$ cat src/rtl/ascon_pkg.sv
// rtl/ascon_pkg.sv - opcodes, op encodings, state geometry and round helpers for the Ascon coprocessor
package ascon_pkg;

  localparam logic [6:0] CUSTOM_0 = 7'b0001011;
  localparam logic [6:0] CUSTOM_1 = 7'b0101011;
  localparam logic [6:0] CUSTOM_2 = 7'b1011011;
  localparam logic [6:0] CUSTOM_3 = 7'b1111011;

  localparam logic [1:0] OP_WR   = 2'b00;
  localparam logic [1:0] OP_RD   = 2'b01;
  localparam logic [1:0] OP_PERM = 2'b10;

  localparam int NUM_WORDS  = 5;
  localparam int NUM_ROUNDS = 12;

  typedef enum logic {
    ST_IDLE = 1'b0,
    ST_BUSY = 1'b1
  } state_e;

  function automatic logic [7:0] round_const(input logic [3:0] i);
    return {4'hF - i, i};
  endfunction

  function automatic logic [63:0] ror64(input logic [63:0] x, input int unsigned r);
    return (x >> r) | (x << (64 - r));
  endfunction

endpackage

$ cat src/rtl/ascon_round.sv
// rtl/ascon_round.sv - one combinational Ascon round: constant addition, S-box layer, linear layer
module ascon_round
  import ascon_pkg::*;
(
  input  logic [319:0] state_i,
  input  logic [3:0]   round_i,
  output logic [319:0] state_o
);

  logic [63:0] x0, x1, x2, x3, x4;
  logic [63:0] t0, t1, t2, t3, t4;

  always_comb begin
    x0 = state_i[0*64 +: 64];
    x1 = state_i[1*64 +: 64];
    x2 = state_i[2*64 +: 64];
    x3 = state_i[3*64 +: 64];
    x4 = state_i[4*64 +: 64];

    x2 = x2 ^ {56'h0, round_const(round_i)};

    // bitsliced 5-bit S-box
    x0 = x0 ^ x4;
    x4 = x4 ^ x3;
    x2 = x2 ^ x1;
    t0 = ~x0 & x1;
    t1 = ~x1 & x2;
    t2 = ~x2 & x3;
    t3 = ~x3 & x4;
    t4 = ~x4 & x0;
    x0 = x0 ^ t1;
    x1 = x1 ^ t2;
    x2 = x2 ^ t3;
    x3 = x3 ^ t4;
    x4 = x4 ^ t0;
    x1 = x1 ^ x0;
    x0 = x0 ^ x4;
    x3 = x3 ^ x2;
    x2 = ~x2;

    state_o = {x4 ^ ror64(x4, 7)  ^ ror64(x4, 41),
               x3 ^ ror64(x3, 10) ^ ror64(x3, 17),
               x2 ^ ror64(x2, 1)  ^ ror64(x2, 6),
               x1 ^ ror64(x1, 61) ^ ror64(x1, 39),
               x0 ^ ror64(x0, 19) ^ ror64(x0, 28)};
  end

endmodule

$ cat src/rtl/ascon_perm_ctrl.sv
// rtl/ascon_perm_ctrl.sv - Ascon state coprocessor: word write/read and a multi-cycle permutation
module ascon_perm_ctrl
  import ascon_pkg::*;
#(
  parameter int UNROLL = 1
) (
  input  logic        cop_clk,
  input  logic        cop_rst,
  input  logic        cop_valid,
  input  logic        cop_rdywr,
  output logic        cop_ready,
  output logic        cop_wait,
  output logic        cop_wr,
  input  logic [31:0] cop_insn,
  input  logic [63:0] cop_rs1,
  input  logic [63:0] cop_rs2,
  output logic [63:0] cop_rd
);

  state_e       state_q, state_d;
  logic [3:0]   round_q, round_d;
  logic [319:0] st_q, st_d;

  logic [6:0]   funct;
  logic [1:0]   op;
  logic [2:0]   idx;
  logic         selected;
  logic         idx_ok;
  logic         accept;
  logic [3:0]   perm_n;
  logic [4:0]   remaining;
  logic [4:0]   step;
  logic [4:0]   next_round;
  logic         unused_bits;

  logic [UNROLL:0][319:0] chain;

  assign funct    = cop_insn[31:25];
  assign op       = funct[6:5];
  assign idx      = funct[2:0];
  assign selected = (cop_insn[6:0] == CUSTOM_2) && (op != 2'b11);
  assign idx_ok   = ({29'd0, idx} < NUM_WORDS);
  assign accept   = cop_valid & selected & cop_ready;
  assign perm_n   = (cop_rs1[3:0] > 4'(NUM_ROUNDS)) ? 4'(NUM_ROUNDS) : cop_rs1[3:0];

  assign unused_bits = ^{cop_rs2, cop_insn[24:7], funct[4:3]};

  // Stages past round 11 pass their input through, so the last cycle never overshoots.
  assign chain[0] = st_q;
  for (genvar k = 0; k < UNROLL; k++) begin : g_stage
    logic [4:0]   rnd;
    logic [319:0] rnd_out;
    assign rnd = {1'b0, round_q} + 5'(k);
    ascon_round u_round (
      .state_i (chain[k]),
      .round_i (rnd[3:0]),
      .state_o (rnd_out)
    );
    assign chain[k+1] = (rnd < 5'(NUM_ROUNDS)) ? rnd_out : chain[k];
  end

  assign remaining  = 5'(NUM_ROUNDS) - {1'b0, round_q};
  assign step       = (remaining > 5'(UNROLL)) ? 5'(UNROLL) : remaining;
  assign next_round = {1'b0, round_q} + step;

  always_ff @(posedge cop_clk or negedge cop_rst) begin
    if (!cop_rst) begin
      state_q <= ST_IDLE;
      round_q <= 4'd0;
      st_q    <= '0;
    end else begin
      state_q <= state_d;
      round_q <= round_d;
      st_q    <= st_d;
    end
  end

  always_comb begin
    state_d = state_q;
    round_d = round_q;
    st_d    = st_q;
    case (state_q)
      ST_IDLE: begin
        if (accept) begin
          if (op == OP_WR && idx_ok) begin
            st_d[{idx, 6'b0} +: 64] = cop_rs1;
          end else if (op == OP_PERM && perm_n != 4'd0) begin
            state_d = ST_BUSY;
            round_d = 4'(NUM_ROUNDS) - perm_n;
          end
        end
      end
      ST_BUSY: begin
        st_d = chain[UNROLL];
        if (next_round >= 5'(NUM_ROUNDS)) begin
          state_d = ST_IDLE;
          round_d = 4'd0;
        end else begin
          round_d = next_round[3:0];
        end
      end
      default: begin
        state_d = ST_IDLE;
        round_d = 4'd0;
      end
    endcase
  end

  always_comb begin
    cop_wait = (state_q == ST_BUSY);
    cop_wr   = cop_valid & selected & (op == OP_RD) & (state_q == ST_IDLE);
    cop_rd   = (cop_wr && idx_ok) ? st_q[{idx, 6'b0} +: 64] : 64'h0;
    if (!selected) begin
      cop_ready = 1'b1;
    end else if (state_q == ST_BUSY) begin
      cop_ready = 1'b0;
    end else begin
      cop_ready = ~(cop_wr & ~cop_rdywr);
    end
  end

endmodule

$ cat config.mk
export PLATFORM = sky130hd
export DESIGN_NAME = ascon_perm_ctrl
export DESIGN_NICKNAME = d
export VERILOG_FILES = /design/src/rtl/ascon_pkg.sv /design/src/rtl/ascon_round.sv /design/src/rtl/ascon_perm_ctrl.sv
export SDC_FILE = /design/constraint.sdc
export NUM_CORES = 2
export LEC_CHECK = 0
export ABC_AREA = 0
export BUFFER_PORTS_ARGS = -buffer_cell sky130_fd_sc_hd__buf_4
export CORE_ASPECT_RATIO = 1.5
export CORE_UTILIZATION = 50
export CTS_BUF_LIST = sky130_fd_sc_hd__clkbuf_4 sky130_fd_sc_hd__clkbuf_8
export DETAILED_ROUTE_END_ITERATION = 12
export PLACE_DENSITY = 0.7
export REMOVE_ABC_BUFFERS = 1
export SLEW_MARGIN = 30
export SYNTH_ARGS = -nofsm -noshare
export SYNTH_HDL_FRONTEND = slang
export SYNTH_SLANG_ARGS = --single-unit
$ cat constraint.sdc
create_clock -name cop_clk -period 3.5 [get_ports cop_clk]
set_input_delay 0.35 -clock cop_clk [delete_from_list [all_inputs] [get_ports cop_clk]]
set_output_delay 0.35 -clock cop_clk [all_outputs]
set_load 0.01 [all_outputs]
# [Yosys cells after proc, flatten, opt, wreduce, memory -nomap -nowiden]
# Cells that the tools add are included.
# W data, S select, Z words.
[word_totals] wordCells=104 output_inout_bits=67 in_bits=164 regBits=325
[op_classes] n_addsub=5 n_shift=3 magnitude_cmp=5 n_eq_ne=9 bitwise=51 mux=20 n_reduce_logical=8
[ops] op="$xor A64 B64 Y64" n=21
[ops] op="$mux W320" n=3
[ops] op="$pmux W320 S2" n=1
[ops] op="$not A64 Y64" n=6
[ops] op="$and A64 B64 Y64" n=5
[ops] op="$bwmux W320" n=1
[ops] op="$shift A64 B11 Y320 const A" n=1
[ops] op="$shiftx A320 B10 Y64" n=1
[ops] op="$shiftx A64 B11 Y320" n=1
[ops] op="$mux W64" n=1
[ops] op="$or A23 B64 Y64" n=1
[ops] op="$or A25 B64 Y64" n=1
[ops] op="$or A3 B64 Y64" n=1
[ops] op="$or A36 B64 Y64" n=1
[ops] op="$or A45 B64 Y64" n=1
[ops] op="$or A47 B64 Y64" n=1
[ops] op="$or A54 B64 Y64" n=1
[ops] op="$or A57 B64 Y64" n=1
[ops] op="$or A58 B64 Y64" n=1
[ops] op="$or A63 B64 Y64" n=1
[ops] op="$xor A64 B8 Y64" n=1
[ops] op="$mux W4" n=5
[ops] op="$neg A9 Y11" n=1
[ops] op="$ne A2 B2 Y1 const B" n=5
[ops] op="other kinds (22)" n=38

# [Depth between registers and ports, before layout]
[logic_depth] depth_word=12 mapped_depth=12 depth_no_buf=8

# [Modules after synthesis]
# Synthesis repeated with hierarchy kept, for this count alone.
[hier_totals] hier_cells=3472 hier_area_um2=34200.3
[by_module_without_submodules] mod="ascon_perm_ctrl" instances=1 seq_area_each_um2=8132.8 cells_each=1942 area_each_um2=17769.5
[by_module_without_submodules] mod="ascon_round" instances=1 seq_area_each_um2=0.0 cells_each=1530 area_each_um2=16430.8

# [Least setup slack after synthesis]
# Ideal clock, no wire load.
[synth_timing] kind="input-to-reg" startpoint="in cop_insn[26]" endpoint="reg st_q[277]" arrival_time_ps=2925 cell_stages=11 required_time_ps=3413 slack_ps=488 path_buffers=3 setup_time_ps=87 cell_sequence="buf_1 > clkbuf_1 > inv_1 > ha_1 > ha_1 > nor4b_1 > and2_1 > o2bb2ai_4 > clkbuf_1 > or2b_1 > o211ai_1"
[synth_between] elab_chain_cells=6 word_cells_on_any_way=11 cone_classes="add/sub (1); order compare (1); eq/ne (1); shift (2); mux (4); reduce/logical (2)"
[synth_lines] element="from (decl)" line_no="ascon_perm_ctrl.sv:14" rtl="input logic [31:0] cop_insn,"
[synth_lines] element="$neg A9 Y11" line_no="ascon_perm_ctrl.sv:86" rtl="st_d[{idx, 6'b0} +: 64] = cop_rs1;"
[synth_lines] element="$shiftx A64 B11 Y320 / $shift A64 B11 Y320 (equally long branches)" line_no="ascon_perm_ctrl.sv:86"
[synth_lines] element="$bwmux W320" line_no="ascon_perm_ctrl.sv:86"
[synth_lines] element="$mux W320" line_no="ascon_perm_ctrl.sv:85" rtl="if (op == OP_WR && idx_ok) begin"
[synth_lines] element="$mux W320" line_no="ascon_perm_ctrl.sv:84" rtl="if (accept) begin"
[synth_lines] element="$pmux W320 S2" line_no="ascon_perm_ctrl.sv:82" rtl="case (state_q)"
[synth_lines] element="to (signal assigned)" line_no="ascon_perm_ctrl.sv:74" rtl="st_q <= st_d;"
[synth_lines] element="to (decl)" line_no="ascon_perm_ctrl.sv:22" rtl="logic [319:0] st_q, st_d;"
# Several ways; a longest one is shown, not always the timed one. The select of a mux whose other input is x is not followed.
# A chain may end at the register's enable or synchronous reset.

# [Worst setup path after layout]
[layout_timing] startpoint="reg round_q[3]" endpoint="reg st_q[246]"
[layout_between] elab_chain_cells=9 word_cells_on_any_way=12 cone_classes="add/sub (1); order compare (1); eq/ne (1); mux (2); bitwise (6); reduce/logical (1)"
[layout_lines] element="from (decl)" line_no="ascon_perm_ctrl.sv:21" rtl="logic [3:0] round_q, round_d;"
[layout_lines] element="from (signal assigned)" line_no="ascon_perm_ctrl.sv:73" rtl="round_q <= round_d;"
[layout_lines] element="$sub A4 B4 Y4" line_no="ascon_pkg.sv:22" rtl="return {4'hF - i, i};"
[layout_lines] element="$xor A64 B8 Y64" line_no="ascon_round.sv:20" rtl="x2 = x2 ^ {56'h0, round_const(round_i)};"
[layout_lines] element="$xor A64 B64 Y64" line_no="ascon_round.sv:25" rtl="x2 = x2 ^ x1;"
[layout_lines] element="$xor A64 B64 Y64" line_no="ascon_round.sv:33" rtl="x2 = x2 ^ t3;"
[layout_lines] element="$xor A64 B64 Y64" line_no="ascon_round.sv:38" rtl="x3 = x3 ^ x2;"
[layout_lines] element="$or A47 B64 Y64" line_no="ascon_pkg.sv:26" rtl="return (x >> r) | (x << (64 - r));"
[layout_lines] element="$xor A64 B64 Y64" line_no="ascon_round.sv:42" rtl="x3 ^ ror64(x3, 10) ^ ror64(x3, 17),"
[layout_lines] element="$mux W320" line_no="ascon_perm_ctrl.sv:59" rtl="assign chain[k+1] = (rnd < 5'(NUM_ROUNDS)) ? rnd_out : chain[k];"
[layout_lines] element="$pmux W320 S2" line_no="ascon_perm_ctrl.sv:82"
# Several ways; a longest one is shown, not always the timed one. The select of a mux whose other input is x is not followed.

==> insert_results.sql <==
INSERT INTO impl_metrics (metric_group, metric, value, unit) VALUES
('power', 'leakagePower', '17.9', 'nW'),
('clocking', 'tritoncts_clock_tree', 'yes', ''),
('timing', 'postLayoutSetupSlackWorst', '0.284', 'ns'),
('floorplanning', 'io-pin-count', '231', ''),
('final_layout', 'drive_above_1_share', '15.2', '%'),
('grt', 'grt_start_max_net_pins', '129', ''),
('grt', 'grt_use_met2', '66.8', '%'),
('yosys', 'netlist-cell-type-count', '67', ''),
('yosys', 'postSynthRegisterBits', '325', ''),
('timing', 'worst_clock_skew', '0.0352', 'ns'),
('drt', 'routed-via-count', '31200', ''),
('clocking', 'clk_latency', '0.75', 'ns'),
('flow_run', 'maxCapViolations', '0', ''),
('place', 'input_output_buffers', '146', ''),
('drt', 'drt_first_iter_violations', '4346', ''),
('setup_path', 'worstSetupPathType', 'flop to flop', ''),
('setup_path', 'rr_startpoint', 'round_q[3]', ''),
('final_layout', 'final_nets', '3990', ''),
('grt', 'vias_in_the_first_global_route', '29500', ''),
('setup_path', 'worst_ep_required_time', '4.16', 'ns'),
('clocking', 'cts_setup_buffers', '0', ''),
('place', 'detailedPlacementHpwl', '108000', 'um'),
('drt', 'drt.antenna.violating_nets', '0', ''),
('timing', 'final_hold_viol_count', '0', ''),
('setup_path', 'crit_path_end_kind', 'flop', ''),
('drt', 'drtPass1Iterations', '8', ''),
('setup_path', 'timing.critical_path.arrival', '3.87', 'ns'),
('min_path', 'hp-class', 'input pin to flop', ''),
('timing', 'timing.setup.tns', '0', 'ns'),
('place', 'number_of_placed_instances_with_taps_included', '4451', ''),
('clocking', 'clock_sinks', '325', ''),
('drt', 'drt-vias-per-instance', '6.74', ''),
('final_layout', 'area_growth_syn_to_layout', '15.5', '%'),
('clocking', 'clock-root-buffer', 'clkbuf_8', ''),
('power', 'p_total', '0.0331', 'W'),
('timing', 'timing.final.crit_period', '3.22', 'ns'),
('floorplanning', 'placeableCoreArea', '66800', 'um^2'),
('setup_path', 'crit_fanout', '9', ''),
('final_layout', 'stdcell_area', '39000', 'um^2'),
('yosys', 'count_of_flip_flops_with_a_built_in_enable_after_synthesis', '0', ''),
('setup_path', 'r2r_end', 'st_q[246]', ''),
('yosys', 'synth_sequential_area_ratio', '24.1', '%'),
('drt', 'routed_wire_length_per_instance', '33.8', 'um'),
('grt', 'grt.busiest_layer', 'met2', ''),
('timing', 'finalCritPeriodShare', '91.9', '%'),
('timing', 'max_slew_margin', '24.5', '%'),
('power', 'p_per_area', '849', 'nW/um^2'),
('place', 'gp_routability_congestion', '1.09', ''),
('grt', 'grtUsageMet1', '52.4', '%'),
('yosys', 'synth-warning-count', '0', ''),
('setup_path', 'reg2reg_setup_slack', '0.28', 'ns'),
('clocking', 'numCtsBuffers', '56', ''),
('outcome', 'outcome', 'completed', ''),
('place', 'dpl_cell_area', '37000', 'um^2'),
('grt', 'grt_antenna_before_repair', '9', ''),
('setup_path', 'worstSetupEndpoint', 'st_q[246]', ''),
('setup_path', 'critPathLaunchType', 'flop', ''),
('timing', 'tightestPinTransition', '1.12', 'ns'),
('timing', 'max_clock_freq', '0.311', 'GHz'),
('yosys', 'asyncSetResetFlopFracSynth', '100', '%'),
('min_path', 'hold_start', 'cop_insn[31]', ''),
('yosys', 'ys_dominant_reg_cell', 'dfrtp_1', ''),
('yosys', 'synth_area', '33800', 'um^2'),
('setup_path', 'critical_path.startpoint', 'round_q[3]', ''),
('yosys', 'synthesis.area_per_instance', '9.85', 'um^2'),
('place', 'preCtsSetupSlack', '0.467', 'ns'),
('grt', 'globalRouteOverflowTotal', '0', ''),
('drt', 'route.final.wire_length', '156000', 'um'),
('yosys', 'netlist_instances', '3429', ''),
('floorplanning', 'placementRows', '116', ''),
('timing', 'rsz_0062_raised_after_global_routing', 'no', '');
==> power breakdown <==
part	switching (W)	leakage (nW)	internal, W
registers	0.000651	3.58	0.00421
clock network	0.00198	0.661	0.00208
logic	0.0132	13.7	0.0110
==> registers in the layout (all words and copies together) (netlist names) <==
register,cells
st_q,320
round_q,4
cop_wait,1
==> critical path, cell delays in order (launching register included) <==
cell	delay, ns
dfrtp_1	0.58
xnor2_1	0.37
ha_1	0.30
xnor2_1	0.13
buf_4	0.17
xnor2_1	0.53
xnor3_1	0.77
o221ai_1	0.29
==> per-stage QoR <==
stage	utilization (%)	hold WS, ns
finish	58.4	0.227
global route	58.4	0.269
CTS	58.3	0.205
detailed placement	55.5	0.451
global placement	55.4	0.449
floorplan	-	0.0544
==> logic make-up (layout without fill, tap and decap cells) <==
kind of cell | count (synthesis) | count (layout) | share of synthesized area, %
other cells | 1 | 8 | 0.0111
xor+xnor | 911 | 911 | 34.1
buf+inv | 408 | 713 | 4.83
mux | 76 | 76 | 4.63
compound gates | 765 | 765 | 16.2
flops | 325 | 325 | 24.1
simple gates | 773 | 773 | 10.1
fa+ha+maj | 170 | 170 | 6.05
==> layout by cell type (no fill, tap or decap), types with 5 or more instances in the layout <==
| cell | Yosys | routed |
|---|---|---|
| xnor3_1 | 248 | 248 |
| buf_12 | 0 | 25 |
| a221oi_2 | 18 | 18 |
| dfrtp_1 | 325 | 324 |
| ha_1 | 136 | 136 |
| dlygate4sd3_1 | 0 | 65 |
| nand2b_1 | 89 | 89 |
| nand2_1 | 214 | 211 |
| xnor2_1 | 429 | 417 |
| o211ai_1 | 30 | 30 |
| and2_1 | 37 | 36 |
| a21oi_1 | 99 | 99 |
| a221o_1 | 6 | 6 |
| o22ai_1 | 63 | 63 |
| xor3_1 | 9 | 9 |
| nor2b_1 | 5 | 5 |
| o21ai_0 | 190 | 190 |
| mux2i_1 | 11 | 11 |
| xor2_1 | 225 | 225 |
| nor2_1 | 357 | 354 |
| xnor2_2 | 0 | 12 |
| mux4_2 | 64 | 64 |
| diode_2 | 0 | 6 |
| nor3_1 | 44 | 43 |
| o221ai_1 | 147 | 147 |
| clkbuf_8 | 0 | 75 |
| buf_4 | 3 | 314 |
| maj3_1 | 34 | 34 |
| a22oi_1 | 64 | 64 |
| clkbuf_4 | 0 | 15 |
| o32ai_1 | 65 | 65 |
| inv_1 | 203 | 202 |
| clkinv_2 | 0 | 10 |
| a221oi_1 | 49 | 49 |
==> per-layer routing <==
metal  routed length [um]  share of wire [%]  vias to the layer above
met3                20800                 13                      733
met4                18400                 12                       10
met2                66000                 42                     2528
met5                   65              0.042                        -
li1                     -                  -                    12800
met1                51100                 33                    15200
==> Yosys cell counts, types with 11 or more instances <==
| cell | number | share of area, % |
|---|---|---|
| nand2_1 | 214 | 2.4 |
| and2_1 | 37 | 0.69 |
| buf_2 | 28 | 0.41 |
| o22ai_1 | 63 | 1.2 |
| mux4_2 | 64 | 4.3 |
| o21ai_0 | 190 | 2.8 |
| clkbuf_1 | 162 | 1.8 |
| o32ai_1 | 65 | 1.7 |
| o211ai_1 | 30 | 0.67 |
| nor2_1 | 357 | 4.0 |
| xnor3_1 | 248 | 17 |
| mux2i_1 | 11 | 0.33 |
| xor2_1 | 225 | 5.8 |
| a22oi_1 | 64 | 1.4 |
| a221oi_2 | 18 | 0.80 |
| a21oi_1 | 99 | 1.5 |
| ha_1 | 136 | 5.0 |
| maj3_1 | 34 | 1.0 |
| nor3_1 | 44 | 0.65 |
| nand2b_1 | 89 | 1.6 |
| a221oi_1 | 49 | 1.3 |
| o221ai_1 | 147 | 3.8 |
| xnor2_1 | 429 | 11 |
| inv_1 | 203 | 2.3 |
| dfrtp_1 | 325 | 24 |
==> final cells by class <==
type                       count  area [um^2]
timing repair buffer         407         3560
fill                        5853        27800
tap                          885         1110
clock buffer                  90         1140
inverter                     203          762
antenna                        6         15.0
sequential                   325         8140
clock inverter                13         76.3
multi-input combinational   2697        24200
==> worst min path at each step <==
stage	to	slack, ns	cells past startpoint
6_report	round_q[1]	0.23	5
2_1_floorplan	cop_wait	0.05	0
3_3_place_gp	st_q[111]	0.45	1
5_1_grt	round_q[1]	0.27	5
4_1_cts	round_q[1]	0.21	5
3_5_place_dp	st_q[111]	0.45	1
==> timing repair <==
item,4_1_cts,5_1_grt
hold buffers,65,0
gates resized for setup,0,0
endpoints found under the hold margin,287,0
setup endpoints to repair,0,0
Power figures use the tool's default switching activity.
